[config.mk]
export PLATFORM = sky130hd
export DESIGN_NAME = trans_seq
export DESIGN_NICKNAME = d
export VERILOG_FILES = /design/src/rtl/trans_seq.sv
export SDC_FILE = /design/constraint.sdc
export NUM_CORES = 1
export LEC_CHECK = 0
export CAP_MARGIN = 25
export CORE_AREA = 5 5 409 411
export DETAILED_ROUTE_END_ITERATION = 12
export DIE_AREA = 0 0 414 416
export MAX_ROUTING_LAYER = met4
export PLACE_DENSITY = 0.3
export REMOVE_ABC_BUFFERS = 1
export SYNTH_ARGS = -nofsm -noshare
export SYNTH_HDL_FRONTEND = slang
export SYNTH_SLANG_ARGS = --single-unit
[constraint.sdc]
create_clock -name clk_i -period 2.1 [get_ports clk_i]
set_input_delay 0.42 -clock clk_i [delete_from_list [all_inputs] [get_ports clk_i]]
set_output_delay 0.42 -clock clk_i [all_outputs]
set_load 0.01 [all_outputs]
[src/rtl/trans_seq.sv]
// Tile sequencer for the t8x8 transpose array: loads N rows (zero-padding short tiles),
// then drains N transposed rows under backpressure (flushing rows the consumer did not ask for).
module trans_seq #(
   parameter int N  = 8,
   parameter int W  = 32,
   parameter int CW = $clog2(N) + 1
) (
   input  logic            clk_i,
   input  logic            reset_i,
   input  logic            enable_i,
   input  logic            start_i,
   input  logic [CW-1:0]   cfg_rows_i,
   input  logic [CW-1:0]   cfg_cols_i,
   input  logic            in_valid_i,
   output logic            in_ready_o,
   input  logic [N*W-1:0]  in_row_i,
   output logic            arr_enable_o,
   output logic [N*W-1:0]  arr_x_o,
   output logic [N-1:0]    arr_v_o,
   output logic [N-1:0]    arr_clear_o,
   output logic [N-1:0]    arr_shift_o,
   input  logic [N*W-1:0]  arr_y_i,
   output logic            out_valid_o,
   input  logic            out_ready_i,
   output logic [N*W-1:0]  out_row_o,
   output logic            busy_o,
   output logic            done_o
);

   typedef enum logic [2:0] {
      S_IDLE, S_CLEAR, S_LOAD, S_PAD, S_DRAIN, S_FLUSH, S_DONE
   } state_e;

   localparam logic [CW-1:0] NC  = CW'(N);
   localparam logic [CW-1:0] ONE = CW'(1);

   state_e        state_q, state_d;
   logic [CW-1:0] cnt_q, cnt_d;
   logic [CW-1:0] rows_q, rows_d;
   logic [CW-1:0] cols_q, cols_d;

   // Zero and out-of-range configurations both mean a full tile.
   function automatic logic [CW-1:0] clamp_cfg(input logic [CW-1:0] v);
      return ((v == '0) || (v > NC)) ? NC : v;
   endfunction

   // NOTE: sequential state uses non-blocking assignments only, so every register
   // samples the pre-edge value of every other register regardless of block order.
   always_ff @(posedge clk_i) begin
      if (reset_i) begin
         state_q <= S_IDLE;
         cnt_q   <= '0;
         rows_q  <= '0;
         cols_q  <= '0;
      end else begin
         state_q <= state_d;
         cnt_q   <= cnt_d;
         rows_q  <= rows_d;
         cols_q  <= cols_d;
      end
   end

   // NOTE: every signal written here gets a hold/default value first, so no path
   // through the case leaves it unassigned and no latch is inferred.
   always_comb begin
      state_d = state_q;
      cnt_d   = cnt_q;
      rows_d  = rows_q;
      cols_d  = cols_q;
      if (enable_i) begin
         case (state_q)
            S_IDLE: begin
               if (start_i) begin
                  rows_d  = clamp_cfg(cfg_rows_i);
                  cols_d  = clamp_cfg(cfg_cols_i);
                  cnt_d   = '0;
                  state_d = S_CLEAR;
               end
            end
            S_CLEAR: state_d = S_LOAD;
            S_LOAD: begin
               if (in_valid_i) begin
                  if (cnt_q == rows_q - ONE) begin
                     cnt_d   = '0;
                     state_d = (rows_q == NC) ? S_DRAIN : S_PAD;
                  end else begin
                     cnt_d = cnt_q + ONE;
                  end
               end
            end
            S_PAD: begin
               if (cnt_q == NC - rows_q - ONE) begin
                  cnt_d   = '0;
                  state_d = S_DRAIN;
               end else begin
                  cnt_d = cnt_q + ONE;
               end
            end
            S_DRAIN: begin
               if (out_ready_i) begin
                  if (cnt_q == cols_q - ONE) begin
                     cnt_d   = '0;
                     state_d = (cols_q == NC) ? S_DONE : S_FLUSH;
                  end else begin
                     cnt_d = cnt_q + ONE;
                  end
               end
            end
            S_FLUSH: begin
               if (cnt_q == NC - cols_q - ONE) begin
                  cnt_d   = '0;
                  state_d = S_DONE;
               end else begin
                  cnt_d = cnt_q + ONE;
               end
            end
            S_DONE:  state_d = S_IDLE;
            default: state_d = S_IDLE;
         endcase
      end
   end

   // Handshake and array controls are state decodes gated by enable, so a frozen
   // block neither accepts, delivers nor disturbs the array.
   always_comb begin
      in_ready_o  = 1'b0;
      out_valid_o = 1'b0;
      arr_x_o     = '0;
      arr_v_o     = '0;
      arr_clear_o = '0;
      arr_shift_o = '0;
      done_o      = 1'b0;
      busy_o      = (state_q != S_IDLE);
      case (state_q)
         S_CLEAR: arr_clear_o = {N{enable_i}};
         S_LOAD: begin
            in_ready_o = enable_i;
            arr_x_o    = in_row_i;
            arr_v_o    = {N{in_valid_i & enable_i}};
         end
         S_PAD:   arr_v_o = {N{enable_i}};
         S_DRAIN: begin
            out_valid_o = enable_i;
            arr_shift_o = {N{out_ready_i & enable_i}};
         end
         S_FLUSH: arr_shift_o = {N{enable_i}};
         S_DONE:  done_o = enable_i;
         default: ;
      endcase
   end

   assign arr_enable_o = enable_i;
   assign out_row_o    = arr_y_i;

endmodule

* After elaboration in Yosys (flattened, before gate mapping) *
Index checks and enable logic that the tools add are counted.

word-level totals
  logic and storage cells = 71
  input bits = 526
  output and inout bits = 541
  bits in registers = 15

operators by class
  $lt $le $gt $ge = 2
  bitwise operators = 2
  eq/ne operators = 19
  $add $sub $neg = 7
  reduce and logical (&&, ||, !) cells = 10
  muxes and demuxes = 27

operators with widths
  operator                                                            count
  256-bit two-way mux                                                 1
  4-bit two-way mux                                                   9
  8-bit one-hot mux with 2 select lines                               2
  3-bit two-way mux                                                   8
  4-bit one-hot mux with 5 select lines                               1
  3-bit one-hot mux with 6 select lines                               1
  4-bit == test                                                       4
  4-bit by 1-bit subtractor with 4-bit output, second input constant  4
  2-bit inequality test, second input constant                        7
  3-bit == test, second input constant                                3
  4-bit == test, second input constant                                2
  4-bit greater-than comparator, second input constant                2
  4-bit logical NOT                                                   2
  8-bit two-way mux                                                   1
  8-bit AND reduction                                                 1
  4-bit subtractor, first input constant                              2
  3-bit by 2-bit == test with 1-bit output, second input constant     2
  5-bit AND reduction                                                 1
  5-bit nonzero test                                                  1
  4-bit by 1-bit adder with 4-bit output, second input constant       1
  3-bit by 1-bit == test with 1-bit output, second input constant     1
  3-bit logical NOT                                                   1
  1-bit two-way mux                                                   3
  3-bit AND reduction                                                 1
  4 further kinds                                                     6

* Longest topological paths before layout *
  depth after elaboration = 5
  depth in mapped cells = 8
  mapped depth without buffers = 8

* Worst setup path after synthesis *
No wires, ideal clock.

  path type = register to output
  start point = reg state_q[0]
  end point = out arr_shift_o[1]
  cell stages (with the launch flop) = 5
  path buffers = 2
  data required time = 1.680 ns
  path slack = -0.251 ns
  data arrival time = 1.931 ns
  cells stage by stage = dfxtp_1 clkbuf_1 nor2_1 nor4b_1 buf_4

between the ends
  cells in the longest elaborated chain, start to end = 2
  elaborated cells on any way between the ends = 3
  classes of those cells = eq/ne: 2; mux: 1

RTL lines
  what                                       line  RTL
  start: declaration                         37    state_e state_q, state_d;
  start signal: assignment                   56    state_q <= state_d;
  3-bit == test                              134   case (state_q)
  8-bit one-hot mux with 2 select lines (*)  134
  end: declaration                           21    output logic [N-1:0] arr_shift_o,

Every way passes the cells marked *; elsewhere a longest branch is shown, timed or not.

* Final worst setup path *
  start point = reg state_q[2]
  end point = out arr_x_o[39]

between the ends
  cells in the longest elaborated chain, start to end = 2

RTL lines
  what                                      line  RTL
  3-bit by 2-bit == test with 1-bit output  134
  256-bit two-way mux                       134
  end: declaration                          18    output logic [N*W-1:0] arr_x_o,

No other way between the ends.

==> key figures <==
STA
  – Fmax: ~430 MHz
  – Slew Limit Fails: 0
  – Slew @ Worst Pin: around 0.7 ns
  – Final setup viols: 193
  – Clock skew: just over 0.002 ns
  – Final worst-path setup slack: -0.225 ns
  – Final Cycle Share: 111%
  – Minimum clock period: ~2.3 ns
  – RSZ-0062 raised after global routing: yes
  – Slew margin rel.: a little over half
  – Final hold vios: 0

Floorplanning
  – Core box area: between 0.15 and 0.2 mm²
  – Initial Utilization: between 3 and 4%
  – Io pins: between 1000 and 1500
  – Cell row count: ~150
  – DIE WIDTH: 414 µm
  – Chip height: between 400 and 500 µm
  – Die footprint: 0.172 mm²

Worst setup path
  – Worst EP arrival: around 1.9 ns
  – CP bufs+invs: 8
  – CP startpoint kind: flip-flop
  – Worst setup EP type: output pin
  – CP max FO: 5
  – CP max stage cell: dfxtp_4
  – WS Path Type: reg -> out
  – CP max stage delay: roughly 0.36 ns
  – CP top delay family: buffers and inverters
  – Req. time, crit path: 1.68 ns
  – Critical-path cell list: buf_6, nor2_4, buf_6, buf_12, buf_16, buf_12, buf_12, buf_12, and2_4, buf_12
  – Most used cell, CP: buf_12

Final layout
  – Fin util: 8.87%
  – Nets: 1613
  – Synthesis-to-finish area growth: 193%
  – Share of post-route cells with drive strength above 1: roughly half
  – Final Instance Area: ~0.015 mm²

Synth
  – Largest family of logic cells by synthesized area: buffers and inverters
  – Post-synth top flop: dfxtp_1
  – Mux contribution to synthesized area: less than 1%
  – Number of enable flip-flop cells after synthesis: 0
  – Count of yosys warnings during synthesis: 0
  – Most common cell in the netlist: buf_4
  – Mean post-synth cell area: about 7.1 µm²
  – Ranking of synthesized cells by area: buf_4 42%, and2_1 32%, dfxtp_1 6.1%
  – Post-synthesis xor/xnor area fraction: between 2 and 3%
  – Top-area cell type share of the netlist area: 42.1%
  – Simple-Gate Fraction of Synth Area: about 39%
  – Sequential-to-total area share from yosys stat: ~6%
  – #FFs+latches synth: 15
  – Adder-cell share of the synthesized area: 2.02%
  – Post-Synthesis Cell Area: approximately 0.0050 mm²
  – Post-synthesis compound-gate area fraction: between 4 and 5%
  – Async SR Flop Fraction: 0%
  – Synth area leader: buf_4
  – Cell variety after synth: 40
  – Post-synth top cells: 278 x buf_4, 256 x and2_1, 31 x clkbuf_1
  – Mapped Cells: 703

Pwr
  – Net Switching: 0.911 mW
  – Internal power: roughly 1.8 mW
  – Sw Ratio: between 30% and 40%
  – Max VDD drop: between 0.3 and 0.4 mV
  – PwrDens: 187 mW/mm²
  – Total Power: 2.72 mW
  – Logic pwr share: between 70% and 80%
  – Sequential share of power: between 10% and 20%
  – Lkg Pwr: around 6.4 nW
  – Clk pwr share: between 10 and 15%

Detailed routing
  – Routed WL: approximately 220 mm
  – Routed via count: around 7700
  – Detail Route Antenna Nets: 0
  – Via density: about 2.3
  – Initial drt markers: roughly 460
  – Residual DRC: 0
  – WL per Instance: 65.7 µm
  – Drt first pass iters: 6

GRT
  – First-pass GRT wire length: ~230 mm
  – Largest net degree at the start of global routing: 66
  – Number of global-route vias before repair: 6482
  – GRT Util Overall: about 24%
  – Global route overflow: 0
  – Initial antenna violation count: 80

CTS
  – CTS buffer count: 3
  – Clk root buf: clkbuf_16
  – Clk buf depth: 2
  – Worst-skew pair later-pin latency: roughly 0.24 ns
  – CTS Sinks: 15
  – Clock transition at path regs: about 0.050 ns
  – CTS tree: done
  – H-tree depth: 1

Status
  – Violated checks: setup timing
  – Status: finished with violations

Hold path
  – Min-delay worst type: reg -> reg

Placement
  – Placed wire-length estimate: a little over 200 mm
  – Port bufs: approximately 550
  – Routability cong.: ~1.1
  – Area after DPL: approximately 0.012 mm²

Run
  – Max-Cap Viols: 0
-- worst reg2reg max path, cell delays in order, from the launching register on --
cell      delay (ns)
dfxtp_2         0.31
buf_4           0.12
buf_6           0.12
buf_4           0.16
buf_4           0.14
nand3b_1        0.09
a41oi_1         0.07
a31oi_2         0.31
nand4_4         0.16
or3_4           0.41
a21oi_2         0.13
-- placed cells by master (no fill, tap or decap), types with 2 or more instances in the layout --
| master | instances |
|---|---|
| buf_16 | 7 |
| inv_1 | 4 |
| nor3b_1 | 7 |
| diode_2 | 33 |
| o21ai_0 | 2 |
| nand3b_1 | 3 |
| nor2_1 | 18 |
| dfxtp_2 | 6 |
| ha_1 | 6 |
| dfxtp_1 | 8 |
| clkdlybuf4s15_2 | 3 |
| dlymetal6s2s_1 | 70 |
| a211o_1 | 2 |
| nor3_1 | 3 |
| and2_4 | 174 |
| clkbuf_2 | 10 |
| buf_4 | 48 |
| inv_2 | 3 |
| buf_6 | 126 |
| a21oi_1 | 13 |
| nor3_2 | 2 |
| nand2_1 | 13 |
| buf_12 | 101 |
| buf_2 | 17 |
| ha_4 | 2 |
| clkbuf_16 | 19 |
| clkdlybuf4s50_1 | 267 |
| nand4_1 | 2 |
| and2_1 | 82 |
| xor2_1 | 9 |
| dlygate4sd2_1 | 5 |
| nand3_1 | 2 |
| buf_8 | 11 |
| a31oi_1 | 2 |
| xnor2_1 | 3 |
-- sequential cells by signal (all words and copies together), names as in the netlist --
signal   cells
state_q      3
rows_q       4
cnt_q        4
cols_q       4
-- power by group through the flow --
stage,logic [mW],clock network (mW),registers (mW)
floorplan,0.326,0,0.315
global placement,1.63,0,0.309
detailed placement,1.62,0,0.309
CTS,1.70,0.397,0.302
global route,2.11,0.411,0.306
finish,2.03,0.385,0.304
-- path summary, 6_finish.rpt --
| path | slack (ns) | to | start | depth (start not counted) |
|---|---|---|---|---|
| min reg2reg | 0.55 | rows_q[3] | rows_q[3] | 2 |
| max reg2reg | 0 | state_q[2] | state_q[0] | 10 |
| max | -0.23 | arr_x_o[39] | state_q[2] | 10 |
| min | 0.55 | rows_q[3] | rows_q[3] | 2 |
-- stage by stage --
step                      worst slack [ns]  cells  setup TNS, ns  hold WS, ns
after global placement              -0.900   3185         -22.72        0.538
after floorplan                      -4.98    392       -1208.67        0.489
final                               -0.225   3300         -22.66        0.550
after CTS                           -0.321   3209         -40.05        0.557
after detailed placement            -0.877   3185         -22.80        0.549
after global routing                -0.282   3296         -34.87        0.590
-- logic make-up after synthesis --
| kind of cell | count (synthesis) |
|---|---|
| buffers and inverters | 319 |
| AND/OR/NAND/NOR | 317 |
| AO/OA/AOI/OAI | 28 |
| flip-flops | 15 |
| XOR/XNOR | 14 |
| adder cells (fa/ha/maj) | 8 |
| multiplexers | 2 |
-- metal layers --
metal,GRT usage (%),vias to the layer above,part of all wire (%)
li1,-,2690,-
met1,10.4,3259,16
met2,45.0,1702,52
met3,34.9,42,30
met4,1.79,0,1.5
met5,-,-,0
-- cell type report --
| class | instances | area, µm² |
|---|---|---|
| Fill cell | 19200 | 149000 |
| Timing Repair Buffer | 682 | 8330 |
| Multi-Input combinational cell | 369 | 2950 |
| Tap cell | 2189 | 2740 |
| Sequential cell | 15 | 312 |
| Antenna cell | 33 | 82.6 |
| Clock buffer | 4 | 78.8 |
| Inverter | 8 | 37.5 |
-- timing repair --
| action | in CTS | in global routing |
|---|---|---|
| setup endpoints to repair | 287 | 274 |
| resized for setup | 318 | 537 |
| hold buffers | 0 | 0 |
| pin swaps | 5 | 98 |
| buffers inserted | 17 | 36 |
| cloned | 3 | 25 |
No activity file was read; power rests on OpenSTA's default activity.
